### src/rtl/uart_tx_pkg.sv
// Frame definitions shared by the UART transmit and receive paths.
// Both ends decode the same 8-bit, LSB-first, one-stop-bit frame.
package uart_defs;

  typedef enum logic [2:0] {
    S_IDLE   = 3'd0,
    S_START  = 3'd1,
    S_DATA   = 3'd2,
    S_PARITY = 3'd3,
    S_STOP   = 3'd4
  } uart_state_e;

  localparam logic LINE_IDLE = 1'b1;
  localparam logic START_BIT = 1'b0;

  // Even parity is the plain XOR of the byte; odd parity inverts it.
  function automatic logic parity_bit(input logic [7:0] data, input logic odd);
    return (^data) ^ odd;
  endfunction

endpackage

### src/rtl/uart_tx_if.sv
// Byte handshake between a producer and the UART transmitter queue.
interface uart_tx_if;
  logic       i_tx_valid;
  logic [7:0] i_tx_byte;
  logic       o_tx_ready;

  modport master (output i_tx_valid, output i_tx_byte, input o_tx_ready);
  modport slave  (input i_tx_valid, input i_tx_byte, output o_tx_ready);
endinterface

### src/rtl/uart_tx_fifo.sv
// Synchronous byte queue for the UART transmitter.
// Pointers carry one extra wrap bit so full and empty are told apart.
module uart_tx_fifo #(
  parameter int unsigned DEPTH = 4,
  parameter int unsigned DW    = 8
) (
  input  logic                   clock,
  input  logic                   reset,
  input  logic                   push,
  input  logic [DW-1:0]          wdata,
  input  logic                   pop,
  output logic [DW-1:0]          rdata,
  output logic [$clog2(DEPTH):0] count,
  output logic                   full,
  output logic                   empty
);

  localparam int unsigned AW = $clog2(DEPTH);

  logic [DW-1:0] mem [DEPTH];
  logic [AW:0]   wr_ptr;
  logic [AW:0]   rd_ptr;
  logic          push_ok;
  logic          pop_ok;

  assign push_ok = push & ~full;
  assign pop_ok  = pop & ~empty;

  always_ff @(posedge clock or negedge reset) begin
    if (!reset) begin
      wr_ptr <= '0;
      rd_ptr <= '0;
    end else begin
      if (push_ok) wr_ptr <= wr_ptr + 1'b1;
      if (pop_ok)  rd_ptr <= rd_ptr + 1'b1;
    end
  end

  always_ff @(posedge clock) begin
    if (push_ok) mem[wr_ptr[AW-1:0]] <= wdata;
  end

  assign rdata = mem[rd_ptr[AW-1:0]];
  assign count = wr_ptr - rd_ptr;
  assign empty = (wr_ptr == rd_ptr);
  assign full  = (wr_ptr[AW-1:0] == rd_ptr[AW-1:0]) && (wr_ptr[AW] != rd_ptr[AW]);

endmodule

### src/rtl/uart_tx.sv
// UART transmitter: queued bytes are serialized as start, 8 data bits
// LSB first, optional parity, and one stop bit.
module uart_tx
  import uart_defs::*;
#(
  parameter int unsigned CLKS_PER_BIT = 87,
  parameter int unsigned FIFO_DEPTH   = 4,
  parameter bit          PARITY_EN    = 1'b0,
  parameter bit          PARITY_ODD   = 1'b0
) (
  input  logic                        clock,
  input  logic                        reset,
  uart_tx_if.slave                    tx,
  output logic                        o_tx_serial,
  output logic                        o_tx_active,
  output logic                        o_tx_done,
  output logic [$clog2(FIFO_DEPTH):0] o_fifo_count
);

  localparam int unsigned   CW       = $clog2(CLKS_PER_BIT);
  localparam logic [CW-1:0] CNT_LAST = CW'(CLKS_PER_BIT - 1);

  uart_state_e state_q, state_d;
  logic [CW-1:0] cnt_q, cnt_d;
  logic [2:0]    idx_q, idx_d;
  logic [7:0]    shift_q, shift_d;
  logic          par_q, par_d;
  logic          cnt_last;
  logic          push;
  logic          pop;
  logic          done_c;
  logic          done_p;
  logic          line_c;
  logic [7:0]    fifo_rdata;
  logic          fifo_full;
  logic          fifo_empty;

  assign push          = tx.i_tx_valid & tx.o_tx_ready;
  assign tx.o_tx_ready = ~fifo_full;
  assign cnt_last      = (cnt_q == CNT_LAST);

  uart_tx_fifo #(
    .DEPTH (FIFO_DEPTH),
    .DW    (8)
  ) u_fifo (
    .clock (clock),
    .reset (reset),
    .push  (push),
    .wdata (tx.i_tx_byte),
    .pop   (pop),
    .rdata (fifo_rdata),
    .count (o_fifo_count),
    .full  (fifo_full),
    .empty (fifo_empty)
  );

  always_comb begin
    state_d = state_q;
    cnt_d   = cnt_last ? '0 : cnt_q + 1'b1;
    idx_d   = idx_q;
    shift_d = shift_q;
    par_d   = par_q;
    pop     = 1'b0;
    done_c  = 1'b0;
    unique case (state_q)
      S_IDLE: begin
        cnt_d = '0;
        if (!fifo_empty) begin
          pop     = 1'b1;
          shift_d = fifo_rdata;
          par_d   = parity_bit(fifo_rdata, PARITY_ODD);
          state_d = S_START;
        end
      end
      S_START: begin
        if (cnt_last) begin
          idx_d   = '0;
          state_d = S_DATA;
        end
      end
      S_DATA: begin
        if (cnt_last) begin
          shift_d = shift_q >> 1;
          if (idx_q == 3'd7) state_d = PARITY_EN ? S_PARITY : S_STOP;
          else               idx_d   = idx_q + 1'b1;
        end
      end
      S_PARITY: begin
        if (cnt_last) state_d = S_STOP;
      end
      S_STOP: begin
        if (cnt_last) begin
          state_d = S_IDLE;
          done_c  = 1'b1;
        end
      end
      default: begin
        cnt_d   = '0;
        state_d = S_IDLE;
      end
    endcase
  end

  // Line level follows the current state; it is registered below, so the
  // line (and active/done) trail the state register by one cycle.
  always_comb begin
    line_c = LINE_IDLE;
    unique case (state_q)
      S_START:  line_c = START_BIT;
      S_DATA:   line_c = shift_q[0];
      S_PARITY: line_c = par_q;
      default:  line_c = LINE_IDLE;
    endcase
  end

  always_ff @(posedge clock or negedge reset) begin
    if (!reset) begin
      state_q     <= S_IDLE;
      cnt_q       <= '0;
      idx_q       <= '0;
      shift_q     <= '0;
      par_q       <= 1'b0;
      o_tx_serial <= LINE_IDLE;
      o_tx_active <= 1'b0;
      done_p      <= 1'b0;
      o_tx_done   <= 1'b0;
    end else begin
      state_q     <= state_d;
      cnt_q       <= cnt_d;
      idx_q       <= idx_d;
      shift_q     <= shift_d;
      par_q       <= par_d;
      o_tx_serial <= line_c;
      o_tx_active <= (state_q != S_IDLE);
      done_p      <= done_c;
      o_tx_done   <= done_p;
    end
  end

endmodule

### src/flat_wrapper.sv
// flat-port wrapper written by rule: the top's interface ports become plain ports
module uart_tx_flat import uart_defs::*;
#(
  parameter int unsigned CLKS_PER_BIT = 87,
  parameter int unsigned FIFO_DEPTH   = 4,
  parameter bit          PARITY_EN    = 1'b0,
  parameter bit          PARITY_ODD   = 1'b0
)
  (clock, reset, o_tx_serial, o_tx_active, o_tx_done, o_fifo_count, tx_i_tx_valid, tx_i_tx_byte, tx_o_tx_ready);
  uart_tx_if tx_i ();
  input  logic clock;
  input  logic reset;
  output logic o_tx_serial;
  output logic o_tx_active;
  output logic o_tx_done;
  output logic [$clog2(FIFO_DEPTH):0] o_fifo_count;
  input wire logic [$bits(tx_i.i_tx_valid)-1:0] tx_i_tx_valid;
  input wire logic [$bits(tx_i.i_tx_byte)-1:0] tx_i_tx_byte;
  output wire logic [$bits(tx_i.o_tx_ready)-1:0] tx_o_tx_ready;
  assign tx_i.i_tx_valid = tx_i_tx_valid;
  assign tx_i.i_tx_byte = tx_i_tx_byte;
  assign tx_o_tx_ready = tx_i.o_tx_ready;
  uart_tx #(.CLKS_PER_BIT(CLKS_PER_BIT), .FIFO_DEPTH(FIFO_DEPTH), .PARITY_EN(PARITY_EN), .PARITY_ODD(PARITY_ODD)) u_core (.clock(clock), .reset(reset), .tx(tx_i), .o_tx_serial(o_tx_serial), .o_tx_active(o_tx_active), .o_tx_done(o_tx_done), .o_fifo_count(o_fifo_count));
endmodule
### config.mk
export PLATFORM = sky130hd
export DESIGN_NAME = uart_tx_flat
export DESIGN_NICKNAME = d
export VERILOG_FILES = /design/src/rtl/uart_tx_pkg.sv /design/src/rtl/uart_tx_if.sv /design/src/rtl/uart_tx_fifo.sv /design/src/rtl/uart_tx.sv /design/src/flat_wrapper.sv
export SDC_FILE = /design/constraint.sdc
export NUM_CORES = 1
export LEC_CHECK = 0
export ABC_AREA = 1
export CAP_MARGIN = 40
export CORE_MARGIN = 2
export CORE_UTILIZATION = 55
export CTS_CLUSTER_SIZE = 16
export DETAILED_ROUTE_END_ITERATION = 12
export PLACE_DENSITY = 0.83
export SYNTH_ARGS = -nofsm -noshare
export SYNTH_HDL_FRONTEND = slang
export SYNTH_SLANG_ARGS = --single-unit
### constraint.sdc
create_clock -name clock -period 2.2 [get_ports clock]
set_input_delay 0.22 -clock clock [delete_from_list [all_inputs] [get_ports clock]]
set_output_delay 0.22 -clock clock [all_outputs]
set_load 0.05 [all_outputs]
Word-level counts from Yosys, hierarchy flattened
Memories as Yosys holds them, arrays and structs flattened.
Index checks and enable logic that the tools add are counted.
{ "classes": {"n_eq_ne": 16, "n_mux": 22, "reduce_logical": 11, "add_sub_neg": 5, "n_bitwise": 5} }
{ "ops": {"columns": ["operator", "count"], "rows": [
  ["2-to-1 mux 3 bit", 8],
  ["2-to-1 mux 8 bit", 2],
  ["one-hot mux 8 bit (2 select lines)", 1],
  ["one-hot mux 3 bit (5 select lines)", 1],
  ["2-to-1 mux 7 bit", 2],
  ["inequality test 2 x 1 -> 1 bit, second input constant", 5],
  ["adder 3 x 1 -> 3 bit, second input constant", 3],
  ["XOR reduction 8 bit", 1],
  ["adder 7 x 1 -> 7 bit, second input constant", 1],
  ["equality test 7 bit, second input constant", 1],
  ["equality test 3 x 2 -> 1 bit, second input constant", 2],
  ["equality test 3 bit, second input constant", 2],
  ["2-to-1 mux 1 bit", 6],
  ["one-hot mux 3 bit (2 select lines)", 1],
  ["AND reduction 6 bit", 1],
  ["inequality test 2 bit, second input constant", 2],
  ["AND reduction 4 bit", 1],
  ["nonzero test 2 bit", 2],
  ["OR reduction 4 bit", 1],
  ["AND 1 bit", 3],
  ["equality test 3 x 1 -> 1 bit, second input constant", 1],
  ["equality test 3 bit", 1],
  ["logical NOT 3 bit", 1],
  ["one-hot mux 1 bit (3 select lines)", 1],
  ["8 further kinds", 9]
]} }
{ "word_totals": {"out_inout_bits": 7, "regBits": 32, "inputBits": 11, "memories": 1, "mem_bits_rw": 32} }
{ "memory_table": {"columns": ["name", "depth", "word_bits", "rd", "rd_clocked_by_memory_dff", "write_ports", "line", "rtl"], "rows": [
  ["u_core.u_fifo.mem", 4, 8, 1, 0, 1, "uart_tx_fifo.sv:20", "logic [DW-1:0] mem [DEPTH];"]
]} }

Longest topological paths before layout
Gate-level depths: netlist of the first run.
{ "logic_depth": {"ltp_word": 7, "ltp_mapped": 14, "mapped_depth_nobuf": 13} }

Cells and area by module
From an unflattened synthesis of the first run, not the netlist that was laid out.
{ "unflattened": {"cells_unflattened": 327, "hier_area_um2": 3135.5} }
{ "by_module_without_submodules": {"columns": ["module", "seq_area_each_um2", "n_inst", "area_each_um2", "cells_each"], "rows": [
  ["uart_tx_fifo", 1111.1, 1, 1682.9, 141],
  ["uart_tx", 651.9, 1, 1452.6, 186]
]} }

Worst setup path after synthesis of the first run
No wires, ideal clock.
{ "synth_path": {"kind": "reg2reg", "from": "reg u_core.u_fifo.rd_ptr[1]", "to": "mem u_core.u_fifo.mem[3][0], enable pin", "path_buffers": 1, "t_arrival_ps": 2141, "path_stages_with_launch": 7, "period_less_slack_ps": 2516, "slack_ps": -316, "t_required_ps": 1825, "cell_sequence": "dfrtp_1 -> inv_1 -> buf_2 -> ha_1 -> nand4_1 -> nand2_1 -> nor2_1"} }
{ "synth_via": {"elab_chain_len": 7} }
{ "synth_lines": {"columns": ["element", "line", "rtl"], "rows": [
  ["start: declaration", "uart_tx_fifo.sv:22", "logic [AW:0] rd_ptr;"],
  ["start signal: assignment", "uart_tx_fifo.sv:35", "if (pop_ok) rd_ptr <= rd_ptr + 1'b1;"],
  ["equality test 2 bit *", "uart_tx_fifo.sv:46", "assign full = (wr_ptr[AW-1:0] == rd_ptr[AW-1:0]) && (wr_ptr[AW] != rd_ptr[AW]);"],
  ["logical AND 1 bit *", "uart_tx_fifo.sv:46", null],
  ["NOT 1 bit *", "uart_tx.sv:39", "assign tx.o_tx_ready = ~fifo_full;"],
  ["named net tx_o_tx_ready", "flat_wrapper.sv:19", "output wire logic [$bits(tx_i.o_tx_ready)-1:0] tx_o_tx_ready;"],
  ["AND 1 bit", "uart_tx.sv:38", "assign push = tx.i_tx_valid & tx.o_tx_ready;"],
  ["AND 1 bit *", "uart_tx_fifo.sv:26", "assign push_ok = push & ~full;"],
  ["2-to-1 mux 1 bit *", "uart_tx_fifo.sv:40", "if (push_ok) mem[wr_ptr[AW-1:0]] <= wdata;"],
  ["2-to-1 mux 1 bit (implied by the code) *", "uart_tx_fifo.sv:40", null],
  ["end: declaration", "uart_tx_fifo.sv:20", null]
]} }
Mark *: on every way through the listed nets, which the timed path passes. The rest lies on a longest branch.

Worst setup path in the final report of the first run
{ "layout_path": {"from": "reg u_core.u_fifo.wr_ptr[0]", "to": "out o_fifo_count[2]"} }
{ "layout_via": {"elab_chain_len": 1} }
{ "layout_lines": {"columns": ["element", "line", "rtl"], "rows": [
  ["start: declaration", "uart_tx_fifo.sv:21", "logic [AW:0] wr_ptr;"],
  ["start signal: assignment", "uart_tx_fifo.sv:34", "if (push_ok) wr_ptr <= wr_ptr + 1'b1;"],
  ["subtractor 3 bit", "uart_tx_fifo.sv:44", "assign count = wr_ptr - rd_ptr;"],
  ["end: declaration", "flat_wrapper.sv:16", "output logic [$clog2(FIFO_DEPTH):0] o_fifo_count;"]
]} }
Every way passes these cells.

==> reports/results.ini, run 1 <==
[run_status]
status=finished, final reports clean

[detailed_routing]
totalWireLength_microns=5540
drc=0
vias=2232
ant_nets=0
viasPerCell=5.05
wl_per_cell_microns=12.5
drt_iter0_markers=139
drtPass1Iterations=4

[floorplan]
die_y_microns=79.8
start_util_pct=57.0
ioPinCount=18
design.core.area_sq_um=5540
die_w_microns=79.8
die-area_sq_um=6360
rows=27

[pwr]
switching_share_pct=31.1
p_int_uw=2320
total_leakage_power_uw=0.00165
power_frac_seq_pct=43.8
pwr-share-clk_pct=27.5
peakVddDrop_mv=0.852
powerDensity_nw_per_um2=919
comb_power_share_pct=28.8
p_sw_uw=1050

[worst_setup_path]
rrSetupSlack_ns=0.36
required_ns=1.98
cp-end-kind=output port
critPathLaunchType=flop
arrival_ns=1.86
crit_type=flop to output port
worstRegToRegCells=6
timing.rr.end=u_core.shift_q[1]$_DFFE_PN0P_
cp_max_fo=4
reg2reg_from=u_core.u_fifo.wr_ptr[0]$_DFFE_PN0P_

[synth]
async_flop_share_pct=50.0
synth_area_sq_um=3160
synth_edf_count=32
synth_nets=363
synth_area_per_cell_sq_um=9.28
yosysSeqAreaShare_pct=55.8
synthCells=340
ys_warn_count=0
ys_ff_latch=64
yosysTopAreaCell=edfxtp_1
synthFlopType=edfxtp_1
synth_top_area_share_pct=30.4
ys_top_cells_by_area=edfxtp_1 30%, dfrtp_1 25%, nand2_1 15%, ha_1 4.4%, inv_1 4.0%
synthDistinctLibCells=34

[grt]
grt_overflow=0
antenna_found_initial=0
grt_max_degree=33
grt_pass1_vias=2142
grt_first_pass_wirelength_microns=9490
grt_usage_pct=20.0

[placed_design]
port_buffers=17
hpwl_microns=4010
gp_routability_congestion=0.832

[final_layout]
antenna_cells=0
fin_util_pct=66.3
syn2layout_area_growth_pct=16.3
nets=388
drive_gt1_share_pct=13.2

[clock_tree]
clkLatencyLatePin_ns=0.33
cts_tree=built
cts.sinks=64
htree_levels=3
root_buffer=clkbuf_8
numCtsBuffers=9
cts_buffer_depth=2
clk_pin_slew_ns=0.06
post_cts_buffers=0

[timing]
period_share_pct=94.6
period_needed_ns=2.08
rsz0062_at_grt=false
worst_pin_slew_ns=0.561
hold_viol=0
fin_worst_skew_ns=0.00367
max_slew_margin_pct=62.5
fmax_mhz=481
maxSlewViolCount=0
hold_slack_ns=0.290
setup_viol=0
tns_ns=0

[worst_hold_path]
hold_path_class=input port to async pin

[run]
drv_cap=0

cell usage in the layout (no fill, tap or decap), types with 3 or more instances in the layout:
cell and instances:
edfxtp_1 32, nand2_1 128, o21ai_0 17, clkinv_2 3
buf_12 4, nand2_4 3, inv_2 4, clkdlybuf4s50_1 13
ha_1 10, nor2_4 4, dfrtp_1 31, nand3_2 3
clkbuf_1 3, o21ai_2 3, buf_4 4, clkbuf_8 9
nand3_1 24, nor2_1 11, xor2_1 5, inv_1 33
critical path, cell delays in order, from the launching register on:
cell,delay [ns]
dfrtp_1,0.38
inv_1,0.11
ha_1,0.23
fa_1,0.41
xnor2_2,0.23
buf_12,0.16
flip-flops by register name, indices dropped and copies added, names as in the netlist, 3 cells and up:
name and flops:
u_core.u_fifo.wr_ptr 3, u_core.state_q 3, u_core.shift_q 8, u_core.u_fifo.rd_ptr 3, u_core.u_fifo.mem 32, u_core.idx_q 3
u_core.cnt_q 7
cells by family after synthesis:
group	count (synthesis)	synth area share, %
and+or+nand+nor	184	25.4
AOI/OAI and AO/OA	27	5.23
buffers and inverters	45	6.26
xor gates and xnor gates	8	2.22
adders and majority gates	12	4.99
DFF	64	55.8
cell usage after synthesis, types with 2 or more instances:
cell type	number
nor3b_1	2
buf_4	2
inv_1	34
nand2_1	129
nand2_4	2
nor2_1	15
ha_1	11
edfxtp_1	32
nand3_1	24
buf_6	2
o21ai_2	3
xor2_1	5
a21oi_1	2
o21ai_0	17
inv_2	3
xnor2_1	3
buf_2	3
nor2_2	2
o21ai_1	2
dfrtp_1	31
nand3_2	3
layout make-up:
cell class	instances	area [sq um]
fill	450	1870
sequential	64	1760
multi-input combinational	231	1250
timing repair buffer	21	240
inverter	38	145
clock buffer	12	135
tap	72	90.1
clock inverter	4	45.0
worst max path at each step:
stage	from	end
after floorplan	u_core.u_fifo.rd_ptr[1]$_DFFE_PN0P_	u_core.u_fifo.wr_ptr[2]$_DFFE_PN0P_
after global placement	u_core.u_fifo.wr_ptr[0]$_DFFE_PN0P_	u_core.u_fifo.mem[3][7]$_DFFE_PP_
after detailed placement	u_core.cnt_q[0]$_DFF_PN0_	u_core.shift_q[3]$_DFFE_PN0P_
after CTS	u_core.u_fifo.wr_ptr[0]$_DFFE_PN0P_	o_fifo_count[2]
after global routing	u_core.u_fifo.wr_ptr[0]$_DFFE_PN0P_	o_fifo_count[2]
final	u_core.u_fifo.wr_ptr[0]$_DFFE_PN0P_	o_fifo_count[2]
stage by stage:
step / setup slack (ns) / total power [uW] / instances / cell area, sq um
finish: 0.119 / 3370 / 442 / 3670
global route: 0.0197 / 3570 / 442 / 3670
CTS: 0.0877 / 3390 / 442 / 3660
detailed placement: 0.340 / 2460 / 426 / 3480
global placement: 0.414 / 2430 / 426 / 3480
floorplan: -0.0240 / 2070 / 340 / 3210
power by group through the flow:
| stage | clock (uW) | sequential, uW | combinational (uW) |
|---|---|---|---|
| after detailed placement | 0 | 1500 | 960 |
| after CTS | 955 | 1480 | 962 |
| final | 926 | 1480 | 971 |
| after global routing | 1020 | 1490 | 1070 |
| after global placement | 0 | 1490 | 941 |
| after floorplan | 0 | 1480 | 587 |
repair_timing:
action                                  in CTS  in global routing
hold buffers                                 0                  0
endpoints found under the setup margin       0                  1
endpoints found under the hold margin        0                  0
resized for setup                            0                  1
layer usage:
metal | GRT usage, % | routed length, microns
met2 | 34.7 | 2880
met4 | 6.61 | 42
met1 | 23.2 | 2380
met5 | 0 | 0
met3 | 6.79 | 233
Power figures use the tool's default switching activity.
==> run 2, diff against run 1 <==
--- a/config.mk
+++ b/config.mk
@@ -12,6 +12,7 @@
 export CTS_CLUSTER_SIZE = 16
 export DETAILED_ROUTE_END_ITERATION = 12
 export PLACE_DENSITY = 0.83
+export SETUP_SLACK_MARGIN = 0.02
 export SYNTH_ARGS = -nofsm -noshare
 export SYNTH_HDL_FRONTEND = slang
 export SYNTH_SLANG_ARGS = --single-unit
==> reports/results.ini, run 2 (synthesis gave the netlist of run 1 again) <==
[placed_design]
port_buffers=17  ; unchanged
hpwl_microns=4050  ; was 4010 microns
dpl_cell_area_sq_um=3500  ; was 3480 sq um
gp_routability_congestion=0.871  ; was 0.832
dp.cells=426  ; unchanged
place_ws_ns=0.313  ; was 0.340 ns

[floorplan]
die-area_sq_um=6360  ; unchanged
rows=27  ; unchanged
design.core.area_sq_um=5540  ; unchanged
die_w_microns=79.8  ; unchanged
die_y_microns=79.8  ; unchanged
start_util_pct=57.0  ; unchanged
ioPinCount=18  ; unchanged

[run_status]
status=finished, final reports clean  ; unchanged

[detailed_routing]
totalWireLength_microns=5700  ; was 5540 microns
wl_per_cell_microns=12.9  ; was 12.5 microns
drtPass1Iterations=4  ; unchanged
ant_nets=0  ; unchanged
vias=2251  ; was 2232
viasPerCell=5.09  ; was 5.05
drt_iter0_markers=100  ; was 139
drc=0  ; unchanged

[worst_setup_path]
max_stage_delay_ns=0.41  ; about the same
crit_slowest_cell=fa_1  ; unchanged
worstRegToRegCells=5  ; was 6
cp-end-kind=output port  ; unchanged
worst-path-stages=5  ; unchanged
cp_max_fo=4  ; unchanged
path_cells=inv_1 -> ha_1 -> fa_1 -> xnor2_2 -> buf_12  ; unchanged
arrival_ns=1.85  ; was 1.86 ns
cp_top_family=adder cells  ; unchanged
crit_type=flop to output port  ; unchanged
critPathBufInv=2  ; unchanged
required_ns=1.98  ; about the same
critPathLaunchType=flop  ; unchanged

[timing]
fin_worst_skew_ns=0.00778  ; was 0.00367 ns
period_needed_ns=2.07  ; was 2.08 ns
period_share_pct=94.1  ; was 94.6%
fmax_mhz=483  ; was 481 MHz
maxSlewViolCount=0  ; unchanged
worst_pin_slew_ns=0.688  ; was 0.561 ns
setup_viol=0  ; unchanged
rsz0062_at_grt=false  ; unchanged
setup_slack_ns=0.129  ; was 0.119 ns
hold_viol=0  ; unchanged
max_slew_margin_pct=54.0  ; was 62.5%

[grt]
grt_max_degree=20  ; was 33
grt_usage_pct=20.6  ; was 20.0%
grt_overflow=0  ; unchanged
grt_first_pass_wirelength_microns=9850  ; was 9490 microns
grt_pass1_vias=2265  ; was 2142
antenna_found_initial=0  ; unchanged

[clock_tree]
htree_levels=3  ; unchanged
numCtsBuffers=9  ; unchanged
clk_pin_slew_ns=0.07  ; was 0.06 ns
cts_buffer_depth=2  ; unchanged
post_cts_buffers=0  ; unchanged
clkLatencyLatePin_ns=0.34  ; was 0.33 ns
cts_resized=0  ; unchanged
cts.sinks=64  ; unchanged
postCtsHoldBufs=0  ; unchanged
cts_tree=built  ; unchanged
root_buffer=clkbuf_8  ; unchanged

[pwr]
total_leakage_power_uw=0.00166  ; was 0.00165 uW
finalPower_uw=3510  ; was 3370 uW
peakVddDrop_mv=0.730  ; was 0.852 mV
powerDensity_nw_per_um2=945  ; was 919 nW/um^2

[final_layout]
seqCellArea_sq_um=1760  ; unchanged
nets=388  ; unchanged
fillers=430  ; was 450
largest_reg_flops=32  ; unchanged
drive_gt1_share_pct=13.2  ; unchanged
multiInputGateArea_sq_um=1250  ; unchanged
stdcell_count=442  ; unchanged
final_cell_mix=128 x nand2_1, 33 x inv_1, 32 x edfxtp_1  ; unchanged
final_common_cell=nand2_1  ; unchanged
antenna_cells=0  ; unchanged
syn2layout_area_growth_pct=17.7  ; was 16.3%
final_area_sq_um=3710  ; was 3670 sq um

[run]
drv_cap=0  ; unchanged

[worst_hold_path]
hold_path_class=input port to async pin  ; unchanged

-- run 2: final cells by class --
cell class | count | area share (%)
Inverter | 38 | 3.91
Clock inverter | 7 | 2.32
Clock buffer | 9 | 3.33
Multi-Input combinational cell | 231 | 33.7
Tap cell | 72 | 2.43
Timing Repair Buffer | 21 | 6.80
Sequential cell | 64 | 47.5
-- run 2: through the flow --
| step | hold WS, ns | TNS [ns] | utilization, % |
|---|---|---|---|
| after CTS | 0.310 | 0 | 66.9 |
| final | 0.299 | 0 | 67.1 |
| after detailed placement | 0.344 | 0 | 63.1 |
| after global placement | 0.334 | 0 | 63.1 |
| after global routing | 0.347 | 0 | 67.1 |
| after floorplan | -0.0756 | -0.0437 | - |
-- run 2: worst register-to-register path, cell delays in order (launching register included) --
cell and delay [ns]:
dfrtp_1 0.40, inv_1 0.16, ha_1 0.29, nand4_1 0.23, nand2_4 0.16, nor2_4 0.31
-- run 2: power breakdown --
part           internal [uW]  total, uW  leakage [uW]  switching (uW)
clock                    626       1060     0.0000980             437
sequential              1420       1470      0.000682            56.9
combinational            387        974      0.000884             587
total                   2430       3510       0.00166            1080
-- run 2: final timing paths --
kind | slack (ns) | endpoint | from
max | 0.13 | o_fifo_count[2] | u_core.u_fifo.wr_ptr[0]$_DFFE_PN0P_
min | 0.30 | u_core.idx_q[2]$_DFFE_PN0P_ | reset
max reg2reg | 0.31 | u_core.u_fifo.mem[3][5]$_DFFE_PP_ | u_core.u_fifo.wr_ptr[0]$_DFFE_PN0P_
max in group asynchronous | 1.36 | u_core.shift_q[1]$_DFFE_PN0P_ | reset
min in group clock | 0.36 | u_core.o_tx_done$_DFF_PN0_ | u_core.done_p$_DFF_PN0_
min reg2reg | 0.36 | u_core.o_tx_done$_DFF_PN0_ | u_core.done_p$_DFF_PN0_
-- run 2: per-layer routing --
layer	GRT usage, %	part of all wire [%]
met1	23.3	43
met4	9.66	1.2
met2	37.1	53
met5	0	0
met3	4.07	3.2
==> run 3, diff against run 2 <==
--- a/config.mk
+++ b/config.mk
@@ -9,7 +9,6 @@
 export CAP_MARGIN = 40
 export CORE_MARGIN = 2
 export CORE_UTILIZATION = 55
-export CTS_CLUSTER_SIZE = 16
 export DETAILED_ROUTE_END_ITERATION = 12
 export PLACE_DENSITY = 0.83
 export SETUP_SLACK_MARGIN = 0.02
==> results of run 3 <==
No change in the layout: final DEF, timing and power equal those of run 2.
